`src/rtl/regfile_pkg.sv`:
```
// Shared types for the multiport register file: dump FSM states and packed-port slice helper.
package regfile_pkg;

   typedef enum logic [1:0] {
      ST_IDLE = 2'd0,
      ST_SEND = 2'd1,
      ST_DONE = 2'd2
   } dump_state_e;

   // Low bit of port `port` in a bus packing fixed-width fields side by side.
   function automatic int unsigned slice_lo(input int unsigned port, input int unsigned w);
      return port * w;
   endfunction

endpackage

```
`src/rtl/regfile_dump_ctrl.sv`:
```
// Dump sequencer: walks addresses 0..DEPTH-1 over a valid/ready channel, then pulses done.
// Issues a capture strobe and address; the parent performs the array read with bypass.
module regfile_dump_ctrl
   import regfile_pkg::*;
#(
   parameter int DEPTH = 32,
   parameter int NB    = $clog2(DEPTH)
) (
   input  logic          clk,
   input  logic          reset,
   input  logic          dump_start,
   input  logic          dump_ready,
   output logic          dump_valid,
   output logic          dump_busy,
   output logic          dump_done,
   output logic [NB-1:0] dump_addr,
   output logic          cap_vld,
   output logic [NB-1:0] cap_addr
);

   localparam logic [NB-1:0] LAST = NB'(DEPTH - 1);

   dump_state_e   state_q, state_d;
   logic [NB-1:0] idx_q, idx_d;
   logic          valid_q, valid_d;
   logic          busy_q, busy_d;
   logic          done_q, done_d;

   always_comb begin
      state_d  = state_q;
      idx_d    = idx_q;
      valid_d  = valid_q;
      busy_d   = busy_q;
      done_d   = 1'b0;
      cap_vld  = 1'b0;
      cap_addr = idx_q;
      case (state_q)
         ST_IDLE: begin
            if (dump_start) begin
               state_d  = ST_SEND;
               idx_d    = '0;
               valid_d  = 1'b1;
               busy_d   = 1'b1;
               cap_vld  = 1'b1;
               cap_addr = '0;
            end
         end
         ST_SEND: begin
            if (dump_ready) begin
               if (idx_q == LAST) begin
                  state_d = ST_DONE;
                  valid_d = 1'b0;
                  done_d  = 1'b1;
               end else begin
                  // Next word is captured on the accepting edge so valid never drops.
                  idx_d    = idx_q + 1'b1;
                  cap_vld  = 1'b1;
                  cap_addr = idx_q + 1'b1;
               end
            end
         end
         ST_DONE: begin
            state_d = ST_IDLE;
            busy_d  = 1'b0;
         end
         default: begin
            state_d = ST_IDLE;
            valid_d = 1'b0;
            busy_d  = 1'b0;
         end
      endcase
   end

   always_ff @(posedge clk or posedge reset) begin
      if (reset) begin
         state_q <= ST_IDLE;
         idx_q   <= '0;
         valid_q <= 1'b0;
         busy_q  <= 1'b0;
         done_q  <= 1'b0;
      end else begin
         state_q <= state_d;
         idx_q   <= idx_d;
         valid_q <= valid_d;
         busy_q  <= busy_d;
         done_q  <= done_d;
      end
   end

   assign dump_valid = valid_q;
   assign dump_busy  = busy_q;
   assign dump_done  = done_q;
   assign dump_addr  = idx_q;

endmodule

```
`src/rtl/regfile_multiport_dump.sv`:
```
// MIPS GPR file: N_READ registered write-first read ports, optional hardwired-zero r0,
// and a valid/ready dump channel streaming every register to the debug unit.
module regfile_multiport_dump
   import regfile_pkg::*;
#(
   parameter int WIDTH    = 32,
   parameter int DEPTH    = 32,
   parameter int NB       = $clog2(DEPTH),
   parameter int N_READ   = 2,
   parameter int ZERO_REG = 1
) (
   input  logic                    clk,
   input  logic                    reset,
   input  logic                    enable,
   input  logic [N_READ*NB-1:0]    read_register,
   output logic [N_READ*WIDTH-1:0] read_data,
   input  logic                    RegWrite,
   input  logic [NB-1:0]           write_register,
   input  logic [WIDTH-1:0]        write_data,
   input  logic                    dump_start,
   output logic                    dump_valid,
   input  logic                    dump_ready,
   output logic [NB-1:0]           dump_addr,
   output logic [WIDTH-1:0]        dump_data,
   output logic                    dump_busy,
   output logic                    dump_done
);

   logic [WIDTH-1:0] regs_q [DEPTH];
   logic [WIDTH-1:0] regs_d [DEPTH];
   logic [WIDTH-1:0] dump_data_q, dump_data_d;
   logic             cap_vld;
   logic [NB-1:0]    cap_addr;

   // Value a read at `a` sees this edge: r0 pinned to zero, otherwise write-first.
   function automatic logic [WIDTH-1:0] rd_value(input logic [NB-1:0] a);
      if (ZERO_REG != 0 && a == '0)
         return '0;
      if (RegWrite && write_register == a)
         return write_data;
      return regs_q[a];
   endfunction

   always_comb begin
      regs_d = regs_q;
      if (RegWrite && !(ZERO_REG != 0 && write_register == '0))
         regs_d[write_register] = write_data;
   end

   always_ff @(posedge clk or posedge reset) begin
      if (reset)
         regs_q <= '{default: '0};
      else
         regs_q <= regs_d;
   end

   for (genvar k = 0; k < N_READ; k++) begin : g_rd
      logic [WIDTH-1:0] rdat_q, rdat_d;
      logic [NB-1:0]    raddr;

      assign raddr = read_register[slice_lo(k, NB) +: NB];

      always_comb begin
         rdat_d = rdat_q;
         if (enable)
            rdat_d = rd_value(raddr);
      end

      always_ff @(posedge clk or posedge reset) begin
         if (reset)
            rdat_q <= '0;
         else
            rdat_q <= rdat_d;
      end

      assign read_data[slice_lo(k, WIDTH) +: WIDTH] = rdat_q;
   end

   regfile_dump_ctrl #(
      .DEPTH (DEPTH),
      .NB    (NB)
   ) u_dump_ctrl (
      .clk        (clk),
      .reset      (reset),
      .dump_start (dump_start),
      .dump_ready (dump_ready),
      .dump_valid (dump_valid),
      .dump_busy  (dump_busy),
      .dump_done  (dump_done),
      .dump_addr  (dump_addr),
      .cap_vld    (cap_vld),
      .cap_addr   (cap_addr)
   );

   // Captured copy, so writes to the held address do not disturb a presented word.
   always_comb begin
      dump_data_d = dump_data_q;
      if (cap_vld)
         dump_data_d = rd_value(cap_addr);
   end

   always_ff @(posedge clk or posedge reset) begin
      if (reset)
         dump_data_q <= '0;
      else
         dump_data_q <= dump_data_d;
   end

   assign dump_data = dump_data_q;

endmodule

```
`config.mk`:
```
export PLATFORM = sky130hd
export DESIGN_NAME = regfile_multiport_dump
export DESIGN_NICKNAME = d
export VERILOG_FILES = /design/src/rtl/regfile_pkg.sv /design/src/rtl/regfile_dump_ctrl.sv /design/src/rtl/regfile_multiport_dump.sv
export SDC_FILE = /design/constraint.sdc
export NUM_CORES = 2
export LEC_CHECK = 0
export CORE_MARGIN = 4
export CORE_UTILIZATION = 55
export DETAILED_ROUTE_END_ITERATION = 6
export MAX_ROUTING_LAYER = met4
export PLACE_DENSITY = 0.73
export SETUP_SLACK_MARGIN = 0.4
export SLEW_MARGIN = 25
export SYNTH_ARGS = -nofsm -noshare
export SYNTH_HDL_FRONTEND = slang
export SYNTH_SLANG_ARGS = --single-unit
```
`constraint.sdc`:
```
create_clock -name clk -period 36.6 [get_ports clk]
set_clock_uncertainty 0.15 [all_clocks]
set_input_delay 7.32 -clock clk [delete_from_list [all_inputs] [get_ports clk]]
set_output_delay 7.32 -clock clk [all_outputs]
set_load 0.005 [all_outputs]
```
==> impl_metrics.json <==
{
  "status": "finished, violations left",
  "failed_checks": "design-rule violations",
  "tightestPinTransition_ps": 1300,
  "ys.warnings.count": 0,
  "hold_path_class": "register to register",
  "filler_cell_count": 9707,
  "via_count_of_the_first_global_routing_pass": 54000,
  "initialDrtViolationCount": 8737,
  "dr_total_vias": 54900,
  "cts_sinks": 1130,
  "worstSkewPairLatency_ps": 740,
  "place_inst": 6944,
  "clk_root_buffer_cell": "sky130_fd_sc_hd__clkbuf_16",
  "synth_area_in_adders_pct": 0.0182,
  "area.growth.synth_to_final_pct": 9.36,
  "post-route-period-util_pct": 35.4,
  "tritoncts": "done",
  "cp-start-kind": "input pin",
  "final-setup-viol-count": 0,
  "die_extent_in_y_um": 362,
  "largest_net_degree_at_the_start_of_global_routing": 249,
  "count_of_hold_fix_buffers_inserted_at_cts": 0,
  "fp-row-count": 129,
  "cts_repair_resize_count": 0,
  "global_route.usage.total_pct": 38.7,
  "design.die.area_mm2": 0.131,
  "critPathSlowestCell": "sky130_fd_sc_hd__buf_4",
  "totalWireLength_mm": 250,
  "width_of_the_chip_um": 362,
  "drt-wirelength-per-cell_um": 34.7,
  "yosys_most_used_dff": "sky130_fd_sc_hd__dfrtp_1",
  "synth-edff-count": 0,
  "post_synth.cell_area_avg_um2": 12.1,
  "clk_pin_slew_ps": 60,
  "seq_area_frac_synth_pct": 41.1,
  "rsz0062_at_grt": "false",
  "layout_common_cells": "1130 x sky130_fd_sc_hd__dfrtp_1, 992 x sky130_fd_sc_hd__mux2_2, 448 x sky130_fd_sc_hd__mux4_2, 414 x sky130_fd_sc_hd__mux2i_1, 395 x sky130_fd_sc_hd__nand2_1",
  "top_level_ports": 157,
  "timing.final.max_slew_violations": 0,
  "place_congestion": 0.905,
  "ys_seq_elements": 1130,
  "cts-htree-levels": 3,
  "layoutNonFillerInstCount": 7195,
  "port-buffer-count": 156,
  "drt_first_pass_iters": 7,
  "syn_nets": 5754,
  "antenna_left": 0,
  "finalNetCount": 5488,
  "globalRouteOverflowTotal": 0,
  "timing.slew.headroom_pct": 13.1,
  "synth.lib_cells_used.distinct": 68,
  "cp_data_required_time_ps": 37100,
  "grt_pass1_wl_mm": 365,
  "synthArstFlopShare_pct": 100,
  "seqCellArea_mm2": 0.0283,
  "post_dp_hpwl_mm": 136,
  "power.leakage_uw": 0.0321,
  "timing.setup.tns_ps": 0,
  "layout_min_cycle_time_ps": 12970,
  "mostFrequentLayoutCell": "sky130_fd_sc_hd__dfrtp_1",
  "synth.mux.area_fraction_pct": 37.0,
  "netlist_top_cells_area": "sky130_fd_sc_hd__dfrtp_1 41%, sky130_fd_sc_hd__mux2_2 16%, sky130_fd_sc_hd__mux4_2 15%",
  "layout-drive-gt1-share_pct": 33.7,
  "synthDominantAreaCellType": "sky130_fd_sc_hd__dfrtp_1",
  "max_clock_freq_mhz": 77.1,
  "final-hold-violation-count": 0,
  "power.density_cell_area_mw_per_mm2": 63.4,
  "cp_num_buf_inv": 6,
  "post-cts-setup-buffer-count": 0,
  "simple_gate_fraction_of_synth_area_pct": 6.09,
  "critical_path.top_delay_family": "buffers and inverters",
  "route.detailed.drc": 3,
  "critical_path.endpoint_type": "register",
  "core-area_mm2": 0.124,
  "antenna_found_initial": 18,
  "route.detailed.vias_per_inst": 7.63,
  "floorplan.initialDensity_pct": 55.5,
  "synth_compound_gate_area_share_pct": 11.0,
  "cts-root-to-sink-buffers": 3,
  "maxCapViolations": 0,
  "timing.critical_path.mode_cell": "sky130_fd_sc_hd__buf_4",
  "cp_data_arrival_time_ps": 13470,
  "synth_xor_xnor_area_share_pct": 0.178,
  "ir_drop_mv": 0.0789,
  "synth_top_family_by_area": "multiplexers",
  "synth.cell_area_mm2": 0.0687,
  "synth_largest_type_area_fraction_pct": 41.1,
  "numCtsBuffers": 119,
  "timing.critical_path.fanout_max": 72,
  "worstPathCellList": "clkdlybuf4s50_1, nand3b_1, o211ai_4, buf_4, and2_4, buf_4, buf_4, buf_4, buf_16, nand2_1, a32oi_1, o2111ai_1, a2111oi_0, a221o_1",
  "slowest_delay_ps": 930,
  "timing_worst_setup_path_type": "input pin to register",
  "multi_input_comb_area_mm2": 0.0376,
  "synth_cells": 5700
}
[layout make-up]
class / count / area share [%]
diodes: 23 / 0.0766
clock buffers: 174 / 4.72
clock inverters: 48 / 0.804
inverters: 73 / 0.404
multi-input cells: 3825 / 50.0
flip-flops and latches: 1130 / 37.6
well taps: 1637 / 2.72
repair buffers: 285 / 3.62
[power by group]
part	internal, uW	switching (uW)	total (uW)
registers	1500	273	1770
clock network	761	530	1290
logic	750	955	1700
total	3010	1760	4770
[cells by family after synthesis]
logic type,count (synthesis)
and+or+nand+nor,882
AOI/OAI and AO/OA,1074
buffers and inverters,745
adders and majority gates,1
muxes,1854
xor gates and xnor gates,14
DFF,1130
[synth_stat cells, drive strengths merged, types with 12 or more instances]
| cell | number |
|---|---|
| a21oi | 164 |
| nand3 | 72 |
| inv | 73 |
| o2111ai | 30 |
| a221o | 31 |
| o211ai | 68 |
| o21ai | 96 |
| and3 | 257 |
| dfrtp | 1130 |
| a32oi | 30 |
| a31oi | 97 |
| clkbuf | 397 |
| a2111oi | 31 |
| mux4 | 448 |
| mux2i | 414 |
| mux2 | 992 |
| o22ai | 66 |
| a211oi | 253 |
| a22oi | 96 |
| nand2 | 412 |
| nor2 | 94 |
| nor3 | 12 |
| buf | 275 |
| a221oi | 66 |
| a311oi | 32 |
[layer usage]
| metal | track usage (%) | wire, um | vias to the layer above |
|---|---|---|---|
| met4 | 19.1 | 14200 | 0 |
| met1 | 48.3 | 89400 | 27900 |
| met5 | - | 0 | - |
| met2 | 53.8 | 107000 | 4525 |
| li1 | - | - | 21500 |
| met3 | 16.7 | 39300 | 1026 |
[sequential cells by signal, summed over array words and instances (netlist names)]
name,flops
dump_data,32
g_rd.rdat_q,64
regs_q,1024
u_dump_ctrl.dump_addr,5
u_dump_ctrl.dump_busy,1
u_dump_ctrl.dump_done,1
u_dump_ctrl.dump_valid,1
u_dump_ctrl.state_q,2
[worst paths after layout]
check / endpoint / startpoint / slack, ps / cells past startpoint
max: dump_data[26] / dump_ready / 23630 / 14
min: regs_q[1002] / regs_q[1002] / 280 / 0
max reg2reg: dump_data[26] / u_dump_ctrl.dump_addr[1] / 30120 / 13
min reg2reg: regs_q[1002] / regs_q[1002] / 280 / 0
max in group asynchronous: regs_q[432] / reset / 25140 / 7
min in group asynchronous: regs_q[248] / reset / 6840 / 2
[through the flow]
stage          setup slack [ps]  hold slack [ps]  utilization, %  instance area, um^2  total power (uW)
2_1_floorplan             13530              312               -                68700              2880
3_3_place_gp              23010              258            57.1                70800              3360
3_5_place_dp              22880              260            57.2                70900              3410
4_1_cts                   23620              275            60.5                75000              4700
5_1_grt                   23420              287            60.6                75200              4940
6_report                  23630              276            60.6                75200              4770
No activity file was read; power rests on OpenSTA's default activity.
